$ cat src/rtl/mux_scan_pkg.sv
// Shared constants and state encoding for the mux_scan_ctrl sequencer.
package mux_scan_pkg;

  localparam int NUM_CH = 16;
  localparam int SEL_W  = 4;

  localparam logic [SEL_W-1:0] SEL_LAST = 4'd15;

  typedef enum logic {
    IDLE = 1'b0,
    SCAN = 1'b1
  } state_e;

endpackage

$ cat src/rtl/mux_scan_ctrl.sv
// Walks a 16:1 mux through every channel and returns the sampled bits as one word.
// Define MUX_SCAN_CONT_EN for free-running back-to-back scans after a single start.
module mux_scan_ctrl
  import mux_scan_pkg::*;
(
  input  logic              clk,
  input  logic              rst,
  input  logic              start,
  input  logic [NUM_CH-1:0] ch_mask,
  input  logic              mux_o,
  output logic [SEL_W-1:0]  sel,
  output logic [NUM_CH-1:0] data_out,
  output logic              valid,
  output logic              busy
);

  state_e            state_q, state_d;
  logic [SEL_W-1:0]  sel_q, sel_d;
  logic [NUM_CH-1:0] data_q, data_d;
  logic [NUM_CH-1:0] asm_q, asm_d;
  logic [NUM_CH-1:0] mask_q, mask_d;
  logic              valid_q, valid_d;
  logic              busy_q, busy_d;

  // NOTE: every _d is given its hold value before the case statement, so no
  // path through this block can leave a signal unassigned and infer a latch.
  always_comb begin
    state_d = state_q;
    sel_d   = sel_q;
    data_d  = data_q;
    asm_d   = asm_q;
    mask_d  = mask_q;
    valid_d = 1'b0;
    busy_d  = busy_q;

    unique case (state_q)
      IDLE: begin
        sel_d = '0;
        if (start) begin
          state_d = SCAN;
          busy_d  = 1'b1;
          mask_d  = ch_mask;
          asm_d   = '0;
        end
      end

      SCAN: begin
        // mux_o already reflects the registered sel of this cycle.
        asm_d[sel_q] = mux_o & mask_q[sel_q];
        sel_d        = sel_q + 1'b1;
        if (sel_q == SEL_LAST) begin
          data_d  = asm_d;
          valid_d = 1'b1;
          asm_d   = '0;
`ifdef MUX_SCAN_CONT_EN
          mask_d  = ch_mask;
`else
          state_d = IDLE;
          busy_d  = 1'b0;
`endif
        end
      end

      default: state_d = IDLE;
    endcase
  end

  // NOTE: state registers use non-blocking assignments so every flop samples
  // the pre-edge value of its neighbours, independent of statement order.
  always_ff @(posedge clk) begin
    if (rst) begin
      state_q <= IDLE;
      sel_q   <= '0;
      data_q  <= '0;
      asm_q   <= '0;
      mask_q  <= '0;
      valid_q <= 1'b0;
      busy_q  <= 1'b0;
    end else begin
      state_q <= state_d;
      sel_q   <= sel_d;
      data_q  <= data_d;
      asm_q   <= asm_d;
      mask_q  <= mask_d;
      valid_q <= valid_d;
      busy_q  <= busy_d;
    end
  end

  assign sel      = sel_q;
  assign data_out = data_q;
  assign valid    = valid_q;
  assign busy     = busy_q;

endmodule

$ cat config.mk
export PLATFORM = sky130hd
export DESIGN_NAME = mux_scan_ctrl
export DESIGN_NICKNAME = d
export VERILOG_FILES = /design/src/rtl/mux_scan_pkg.sv /design/src/rtl/mux_scan_ctrl.sv
export SDC_FILE = /design/constraint.sdc
export NUM_CORES = 1
export LEC_CHECK = 0
export ABC_AREA = 1
export BUFFER_PORTS_ARGS = -buffer_cell sky130_fd_sc_hd__buf_2
export CELL_PAD_IN_SITES_DETAIL_PLACEMENT = 0
export CELL_PAD_IN_SITES_GLOBAL_PLACEMENT = 2
export CORE_MARGIN = 2
export CORE_UTILIZATION = 30
export DETAILED_ROUTE_END_ITERATION = 10
export PLACE_DENSITY = 0.86
export SKIP_LAST_GASP = 1
export SYNTH_ARGS = -nofsm -noshare
export SYNTH_HDL_FRONTEND = slang
export SYNTH_SLANG_ARGS = --single-unit
$ cat constraint.sdc
create_clock -name clk -period 1.9 [get_ports clk]
set_input_delay 0.095 -clock clk [delete_from_list [all_inputs] [get_ports clk]]
set_output_delay 0.095 -clock clk [all_outputs]
set_load 0.02 [all_outputs]
# After elaboration in Yosys (flattened, before gate mapping)
# Cells that the tools add are included.
# Widths: inputs -> output; s select.
# word_totals
input_bits,20
register_bits,55
ram_bits,0
memories,0
out_inout_bits,22
wordCells,36
mem_bits_ro,0
latch_bits,0
# classes
shifts,0
order_cmp,2
reduce_logical,5
muxes,16
n_eq_ne,3
n_mul,0
div_mod_pow,0
add_sub_neg,1
bitwise,2
# ops
cell,count
$mux 16,2
$pmux 16 s2,1
$bwmux 16,1
$pmux 4 s2,1
$mux 1,7
$reduce_and 2->1,3
$lt 4x5->1 const B,1
$add 4x1->4 const B,1
$bmux 1 s4,1
$demux 1 s4,1
$eq 4x4->1 const B,1
$ge 4x1->1 const B,1
$pmux 1 s2,2
$ne 2x1->1 const B,1
$ne 2x2->1 const B,1
$reduce_or 2->1,1
$and 1x1->1,1
$logic_and 1x1->1,1
$not 1->1,1

# Depth between registers and ports, before layout
# Gate-level depths: netlist of the first run.
# logic_depth
depth_word,7
mapped_depth,11
mapped_depth_nobuf,10

# Worst setup path after synthesis of the first run
# OpenSTA, ideal clock, no wires.
# synth_timing
kind,flip-flop to flip-flop
startpoint,"register sel_q[1], in the netlist sel[1]"
endpoint,"register data_q[10], in the netlist data_out[10]"
t_arrival_ns,1.531
setup_time_ns,0.113
required_time_ns,1.787
stages_incl_launch_ff,10
n_path_buf,1
path_slack_ns,0.256
synth_period_minus_slack_ns,1.644
cell_sequence,dfxtp_1 -> ha_1 -> inv_1 -> nor2_1 -> inv_2 -> nor2_1 -> nor2_2 -> buf_2 -> nand2_1 -> nand2_1
# synth_via
elab_chain_cells,5
word_cells_on_any_way,11
classes_between,order compare (2); eq/ne (1); mux (5); bitwise (1); reduce/logical (2)
# synth_rtl
element,line,rtl
from (decl),mux_scan_ctrl.sv:18,"logic [SEL_W-1:0] sel_q, sel_d;"
from (signal assigned),mux_scan_ctrl.sv:81,sel_q <= sel_d;
$lt 4x5->1 (implied by the code) / $ge 4x1->1 (equally long branches),mux_scan_ctrl.sv:49,asm_d[sel_q] = mux_o & mask_q[sel_q];
$logic_and 1x1->1 (implied by the code),mux_scan_ctrl.sv:49,
$mux 1 (implied by the code),mux_scan_ctrl.sv:49,
$demux 1 s4,mux_scan_ctrl.sv:49,
$bwmux 16,mux_scan_ctrl.sv:49,
to (signal assigned),mux_scan_ctrl.sv:82,data_q <= data_d;
to (decl),mux_scan_ctrl.sv:19,"logic [NUM_CH-1:0] data_q, data_d;"
# Several ways; a longest one is shown, not always the timed one. The select of a mux whose other input is x is not followed.
# A chain may end at the register's enable or synchronous reset.

# Final worst setup path of the first run
# layout_timing
startpoint,"register sel_q[0], in the netlist sel[0]"
endpoint,register asm_q[6]
# layout_via
elab_chain_cells,7
word_cells_on_any_way,12
classes_between,order compare (2); eq/ne (1); mux (7); bitwise (1); reduce/logical (1)
# layout_rtl
element,line,rtl
$lt 4x5->1 (implied by the code) / $ge 4x1->1 (equally long branches),mux_scan_ctrl.sv:49,
$logic_and 1x1->1 (implied by the code),mux_scan_ctrl.sv:49,
$mux 1 (implied by the code),mux_scan_ctrl.sv:49,
$demux 1 s4,mux_scan_ctrl.sv:49,
$bwmux 16,mux_scan_ctrl.sv:49,
$mux 16 (*),mux_scan_ctrl.sv:51,if (sel_q == SEL_LAST) begin
$pmux 16 s2 (*),mux_scan_ctrl.sv:36,unique case (state_q)
to (signal assigned),mux_scan_ctrl.sv:83,asm_q <= asm_d;
to (decl),mux_scan_ctrl.sv:20,"logic [NUM_CH-1:0] asm_q, asm_d;"
# Mark *: on every way between the ends. The rest lies on a longest branch, timed or not. The select of a mux whose other input is x is not followed.

==> results of run 1 <==
## path summary, 6_finish.rpt
check	end	slack, ns	depth (start not counted)	startpoint
max	asm_q[6]	0.21	8	sel[0]
min	mask_q[9]	0.07	3	ch_mask[9]
max reg2reg	asm_q[6]	0.21	8	sel[0]
min reg2reg	data_out[9]	0.45	2	data_out[9]
## final cells by class
class                      count  area [sq um]
fill                         856          4860
multi-input combinational    231          1100
sequential                    54          1080
timing repair buffer          51           305
inverter                      34           131
tap                          102           128
clock buffer                   5          68.8
clock inverter                 2          15.0
## metal layers
| metal | routed length [microns] | part of all wire | global-route usage | up-vias |
|---|---|---|---|---|
| met3 | 195 | 0.035 | 0.0277 | 5 |
| met2 | 2510 | 0.45 | 0.225 | 33 |
| met1 | 2830 | 0.50 | 0.191 | 939 |
| met5 | 0 | 0 | 0 | - |
| met4 | 70 | 0.012 | 0.0380 | 0 |
| li1 | - | - | - | 1139 |
## registers in the layout, summed over array words and instances (netlist names)
register,flops
asm_q,15
busy,1
data_out,16
mask_q,16
sel,4
state_q,1
valid,1
## synthesized netlist by cell type
library cell	count
sky130_fd_sc_hd__dfxtp_1	54
sky130_fd_sc_hd__a21oi_1	35
sky130_fd_sc_hd__o21bai_1	1
sky130_fd_sc_hd__nand2_2	10
sky130_fd_sc_hd__clkbuf_1	6
sky130_fd_sc_hd__nor2_2	2
sky130_fd_sc_hd__nor2_1	25
sky130_fd_sc_hd__buf_1	1
sky130_fd_sc_hd__buf_2	3
sky130_fd_sc_hd__o21ai_4	1
sky130_fd_sc_hd__buf_6	2
sky130_fd_sc_hd__inv_1	30
sky130_fd_sc_hd__nand3_1	39
sky130_fd_sc_hd__nand2_1	82
sky130_fd_sc_hd__inv_2	4
sky130_fd_sc_hd__o21ai_0	17
sky130_fd_sc_hd__or2_2	15
sky130_fd_sc_hd__ha_1	4
## power breakdown
part | switching, mW | total [mW] | internal (mW)
clock network | 0.379 | 0.632 | 0.253
registers | 0.0129 | 1.18 | 1.16
logic | 0.132 | 0.210 | 0.0775
total | 0.525 | 2.02 | 1.49
## metrics by stage
stage / std cells / hold slack, ns
floorplan: 331 / 0.255
global placement: 469 / 0.374
detailed placement: 469 / 0.377
CTS: 479 / 0.0661
global route: 479 / 0.0854
finish: 479 / 0.0660
## placed cells by master, fill, tap and decap left out
cell type,n
sky130_fd_sc_hd__nand2_2,10
sky130_fd_sc_hd__nand2_1,82
sky130_fd_sc_hd__nand3_1,39
sky130_fd_sc_hd__buf_2,41
sky130_fd_sc_hd__o21bai_1,1
sky130_fd_sc_hd__o21ai_0,17
sky130_fd_sc_hd__inv_2,4
sky130_fd_sc_hd__inv_1,29
sky130_fd_sc_hd__or2_2,15
sky130_fd_sc_hd__o21ai_4,1
sky130_fd_sc_hd__nor2_2,2
sky130_fd_sc_hd__dfxtp_1,53
sky130_fd_sc_hd__dfxtp_2,1
sky130_fd_sc_hd__ha_1,4
sky130_fd_sc_hd__buf_4,8
sky130_fd_sc_hd__clkbuf_8,5
sky130_fd_sc_hd__clkinvlp_4,3
sky130_fd_sc_hd__a21oi_1,35
sky130_fd_sc_hd__buf_12,2
sky130_fd_sc_hd__nor2_1,25
## cell families after synthesis
group           Yosys count
fa+ha+maj                 4
flops                    54
buf+inv                  46
simple gates            173
compound gates           54
## tightest hold or removal path: stages
cell	delay, ns
sky130_fd_sc_hd__buf_2	0.07
sky130_fd_sc_hd__o21ai_0	0.07
sky130_fd_sc_hd__a21oi_1	0.10
## timing repair
| item | 4_1_cts | 5_1_grt |
|---|---|---|
| gates cloned | 0 | 0 |
| pin swaps | 1 | 0 |
| setup buffers | 3 | 0 |
| gates resized for setup | 0 | 2 |
| endpoints found under the hold margin | 0 | 0 |
| endpoints found under the setup margin | 5 | 15 |
==> flow_summary.json, run 1 <==
{
  "run_status": "complete, no violations",
  "period_needed_ns": 1.69,
  "clock_sink_count": 54,
  "wire_length_of_the_first_global_routing_pass_microns": 9770,
  "ctsRootBufferMaster": "sky130_fd_sc_hd__clkbuf_8",
  "coreArea_sq_um": 7690,
  "die-width_microns": 92.9,
  "instance_area_at_placement_sq_um": 2710,
  "critical_path.max_fanout": 15,
  "cts_max_path_buffers": 2,
  "total_iterations_of_the_first_detailed_routing_run": 4,
  "syn-cell-area_sq_um": 2370,
  "synth_fa_ha_area_frac": 0.0211,
  "post_synth_mux_area_share": 0,
  "drv.max_cap_violation_count": 0,
  "num_vias": 2116,
  "chipHeight_microns": 92.9,
  "cts_made_buffers": 5,
  "slew_headroom": 0.795,
  "cp.buffers_inverters": 3,
  "drive_gt1_frac": 0.244,
  "ioPinCount": 42,
  "max_slew.worst_pin.slew_ns": 0.307,
  "power.density_cell_area_nw_per_um2": 713,
  "cts_tree": "yes",
  "synthesis.area_per_instance_sq_um": 7.17,
  "nNetsFinal": 401,
  "cts_htree_levels": 2,
  "place.detailed.hpwl_microns": 3970,
  "buffer_ports.inserted": 41,
  "dp_slack_ns": -0.00676,
  "globalRouteTotalUtil": 0.140,
  "floorplan.die_area_sq_um": 8640,
  "insertedDiodeCount": 0,
  "crit_path_end_kind": "flip-flop",
  "path_cells": "ha_1 > inv_1 > nor2_1 > inv_2 > nand2_1 > clkinvlp_4 > nand3_1 > a21oi_1",
  "postLayoutCoreUtil": 0.368,
  "max_slew_violation_count": 0,
  "clock_latency_ns": 0.31,
  "clock_skew_ns": 0.00969,
  "sequential_area_share_after_synthesis": 0.456,
  "overflow": 0,
  "finalHoldViolCount": 0,
  "timing.critical_path.from_type": "flip-flop",
  "worstPathArrival_ns": 1.89,
  "detail_route.drc_violations": 0,
  "gp_congestion": 0.793,
  "stdcell_area_sq_um": 2830,
  "post_drt_wl_per_cell_microns": 11.7,
  "clk_pin_slew_ns": 0.10,
  "hold_path.class": "input port to flip-flop",
  "grt_antenna_before_repair": 0,
  "synth.top_cell.area_share": 0.456,
  "compound_gate_portion_of_the_synthesized_area": 0.120,
  "finalPower_mw": 2.02,
  "wirelength_microns": 5600,
  "crit_path_top_delay_cell": "sky130_fd_sc_hd__dfxtp_2",
  "synthesis.instances": 331,
  "cp_slowest_stage_delay_ns": 0.46,
  "cts_hold_buffers": 0,
  "yosys_warnings": 0,
  "timing_limited_maximum_frequency_mhz": 591,
  "post_drt_via_cell_ratio": 4.42,
  "worst_slack_ns": 0.208,
  "top_cell_family_by_delay_on_the_critical_path": "flip-flops",
  "ant_nets": 0,
  "synth_xor_area_frac": 0,
  "timing_worst_setup_path_type": "flip-flop to flip-flop",
  "grt_start_max_net_pins": 33,
  "post_synth_and_or_nand_nor_area_fraction": 0.323,
  "final_total_negative_setup_slack_ns": 0,
  "synth.ff_latch_count": 54,
  "synth_nets": 355,
  "combinational_family_with_the_most_area_after_synthesis": "simple AND/OR/NAND/NOR gates",
  "ys_top_cells_by_area": "sky130_fd_sc_hd__dfxtp_1, sky130_fd_sc_hd__nand2_1, sky130_fd_sc_hd__nand3_1",
  "first_global_vias": 2062,
  "finalSetupViolations": 0,
  "initial_core_util": 0.309,
  "layout_worst_path_cycle_share": 0.890,
  "synth_largest_area_cell": "sky130_fd_sc_hd__dfxtp_1",
  "rsz_0062_raised_after_global_routing": "false",
  "worst_ir_drop_vdd_mv": 0.323,
  "detail_route.iter0.violations": 78,
  "core.rowCount": 32,
  "timing.critical_path.required_ns": 2.10,
  "netlist-cell-type-count": 18,
  "leakage_nw": 1.31,
  "relative_area_change_from_synthesis_to_final_layout_pct": 19.3
}
No activity file was read; power rests on OpenSTA's default activity.
==> run 2, diff against run 1 <==
--- a/config.mk
+++ b/config.mk
@@ -5,14 +5,13 @@
 export SDC_FILE = /design/constraint.sdc
 export NUM_CORES = 1
 export LEC_CHECK = 0
-export ABC_AREA = 1
 export BUFFER_PORTS_ARGS = -buffer_cell sky130_fd_sc_hd__buf_2
 export CELL_PAD_IN_SITES_DETAIL_PLACEMENT = 0
 export CELL_PAD_IN_SITES_GLOBAL_PLACEMENT = 2
 export CORE_MARGIN = 2
-export CORE_UTILIZATION = 30
+export CORE_UTILIZATION = 33
 export DETAILED_ROUTE_END_ITERATION = 10
-export PLACE_DENSITY = 0.86
+export PLACE_DENSITY = 0.87
 export SKIP_LAST_GASP = 1
 export SYNTH_ARGS = -nofsm -noshare
 export SYNTH_HDL_FRONTEND = slang
==> run 2 against run 1 <==
Compared with the run above: first-iteration DRC count increased by 17%; via count is 9.5% lower; cell area down 5.1%; wire length is 5.8% lower; global-route usage is 0.39 points higher; die area is 10% lower; cell count shrank 18%; critical path depth is 2 lower; clock-buffer cell count grew 1; register-to-register slack worse by 0.06 ns; critical path type unchanged; largest cell class is now flip-flops and latches.
==> flow_summary.json, run 2 <==
{
  "run_status": "complete, no violations",
  "finalSetupViolations": 0,
  "synth_largest_area_cell": "sky130_fd_sc_hd__dfxtp_1",
  "gp_congestion": 0.728,
  "worstPathArrival_ns": 1.96,
  "synth.ff_latch_count": 54,
  "nNetsFinal": 319,
  "cts_made_buffers": 5,
  "number_of_flops_mapped_to_enable_cells_by_yosys": 0,
  "layout_worst_path_cycle_share": 0.924,
  "power.density_cell_area_nw_per_um2": 728,
  "chipHeight_microns": 88.0,
  "fin_worst_hold_slack_ns": 0.0217,
  "slew_headroom": 0.574,
  "timing_worst_setup_path_type": "flip-flop to flip-flop",
  "postSynth.asyncResetShare": 0,
  "drv.max_cap_violation_count": 0,
  "die-width_microns": 88.0,
  "ctsRootBufferMaster": "sky130_fd_sc_hd__clkbuf_8",
  "relative_area_change_from_synthesis_to_final_layout_pct": 15.4,
  "timing.critical_path.from_type": "flip-flop",
  "synth.top_cell.area_share": 0.465,
  "cts_max_path_buffers": 2,
  "syn-cell-area_sq_um": 2330,
  "leakage_nw": 1.00,
  "worst_ir_drop_vdd_mv": 0.282,
  "clock_sink_count": 54,
  "num_vias": 1916,
  "clock_latency_ns": 0.30,
  "ioPinCount": 42,
  "mostFrequentLayoutCells": "sky130_fd_sc_hd__dfxtp_1, sky130_fd_sc_hd__nand2_1, sky130_fd_sc_hd__buf_2",
  "first_global_vias": 1776,
  "top_cell_family_by_delay_on_the_critical_path": "compound AO/OA/AOI/OAI gates",
  "clk_pin_slew_ns": 0.09,
  "timing.critical_path.required_ns": 2.10,
  "synthesis.instances": 253,
  "yosys_warnings": 0,
  "place.detailed.hpwl_microns": 3650,
  "total_iterations_of_the_first_detailed_routing_run": 4,
  "num-fill-cells": 716,
  "synth_top_flop_cell": "sky130_fd_sc_hd__dfxtp_1",
  "timing_limited_maximum_frequency_mhz": 570,
  "synth_top_cells_by_count": "sky130_fd_sc_hd__dfxtp_1, sky130_fd_sc_hd__nand2_1, sky130_fd_sc_hd__a21oi_1, sky130_fd_sc_hd__inv_1, sky130_fd_sc_hd__o32ai_1",
  "finalHoldViolCount": 0,
  "clock_skew_ns": 0.00770,
  "max_slew.worst_pin.slew_ns": 0.639,
  "globalRouteTotalUtil": 0.144,
  "cp_slowest_stage_delay_ns": 0.48,
  "buffer_ports.inserted": 41,
  "drive_gt1_frac": 0.241,
  "grt_start_max_net_pins": 34,
  "layout_commonest_cell": "sky130_fd_sc_hd__dfxtp_1",
  "period_needed_ns": 1.75,
  "synthesis.area_per_instance_sq_um": 9.20,
  "initial_core_util": 0.343,
  "post_drt_wl_per_cell_microns": 13.5,
  "netlist-cell-type-count": 37,
  "post_drt_via_cell_ratio": 4.90,
  "sequential_area_share_after_synthesis": 0.465,
  "grt_antenna_before_repair": 0,
  "wirelength_microns": 5280,
  "detail_route.iter0.violations": 91,
  "crit_path_top_delay_cell": "sky130_fd_sc_hd__a211o_2",
  "overflow": 0,
  "cts_tree": "yes",
  "cp.buffers_inverters": 1,
  "floorplan.die_area_sq_um": 7740,
  "insertedDiodeCount": 0,
  "finalPower_mw": 1.96,
  "ys_top_cells_by_area": "sky130_fd_sc_hd__dfxtp_1, sky130_fd_sc_hd__nand2_1, sky130_fd_sc_hd__a21oi_1",
  "wire_length_of_the_first_global_routing_pass_microns": 8690,
  "path_cells": "buf_12 > mux2i_1 > a22oi_1 > nand3_1 > a211o_2 > o32ai_1",
  "synth_nets": 277,
  "ant_nets": 0,
  "crit_path_end_kind": "flip-flop",
  "synth_most_common_cell": "sky130_fd_sc_hd__dfxtp_1",
  "max_slew_violation_count": 0,
  "detail_route.drc_violations": 0,
  "cts_htree_levels": 2,
  "rsz_0062_raised_after_global_routing": "false",
  "post-cts-setup-buffer-count": 0,
  "critical_path.max_fanout": 15,
  "core.rowCount": 30,
  "hold_path.class": "input port to flip-flop",
  "coreArea_sq_um": 6790
}
run 2: per-layer routing:
layer	GRT usage	wire [microns]
met3	0.0330	228
met5	0	0
met4	0.0336	42
met2	0.231	2490
met1	0.197	2510
run 2: worst paths after layout:
kind	from	to	slack, ns	cells past startpoint
worst min-delay path	ch_mask[15]	mask_q[15]	0.02	3
worst min register to register	mask_q[7]	mask_q[7]	0.46	2
worst max register to register	sel[1]	asm_q[9]	0.15	6
worst max-delay path	sel[1]	asm_q[9]	0.15	6
run 2: worst register-to-register path: cells and delay by family (launching register included):
family                 cells  cell delay [ns]
AOI/OAI and AO/OA          3             0.86
DFF                        1             0.43
buffers and inverters      1             0.17
and+or+nand+nor            1             0.11
muxes                      1             0.08
run 2: report_power, final:
part	total, mW	switching [mW]	leakage [nW]	internal (mW)
registers	1.17	0.0192	0.438	1.16
logic	0.170	0.102	0.528	0.0681
clock network	0.611	0.357	0.0373	0.254
run 2: final cells by class:
type / instances / area, sq um / area share
Tap cell: 96 / 120 / 0.0447
Clock inverter: 1 / 7.51 / 0.00280
Inverter: 18 / 67.6 / 0.0252
Clock buffer: 6 / 72.6 / 0.0270
Sequential cell: 54 / 1080 / 0.403
Multi-Input combinational cell: 163 / 1030 / 0.383
Timing Repair Buffer: 53 / 308 / 0.115
run 2: logic make-up (layout without fill, tap and decap cells):
family,after synthesis,after routing,share of synthesized area
AND/OR/NAND/NOR,78,78,0.158
buffers and inverters,36,78,0.0957
XOR/XNOR,2,2,0.00753
adder cells (fa/ha/maj),4,4,0.0215
multiplexers,8,8,0.0344
AO/OA/AOI/OAI,71,71,0.219
flip-flops,54,54,0.465
run 2: through the flow:
| stage | setup TNS (ns) | util | instances | area [sq um] | setup WS, ns |
|---|---|---|---|---|---|
| after floorplan | 0 | - | 253 | 2330 | 0.0158 |
| after global placement | 0 | 0.383 | 384 | 2600 | 0.0858 |
| after detailed placement | -0.000918 | 0.383 | 384 | 2600 | -0.000918 |
| after CTS | 0 | 0.395 | 391 | 2680 | 0.0555 |
| after global routing | 0 | 0.395 | 391 | 2690 | 0.0150 |
| final | 0 | 0.395 | 391 | 2690 | 0.145 |
run 2: what timing repair did:
action,in CTS,in global routing
gates resized for setup,1,2
hold buffers,0,0
endpoints found under the setup margin,4,15
pin swaps,0,0
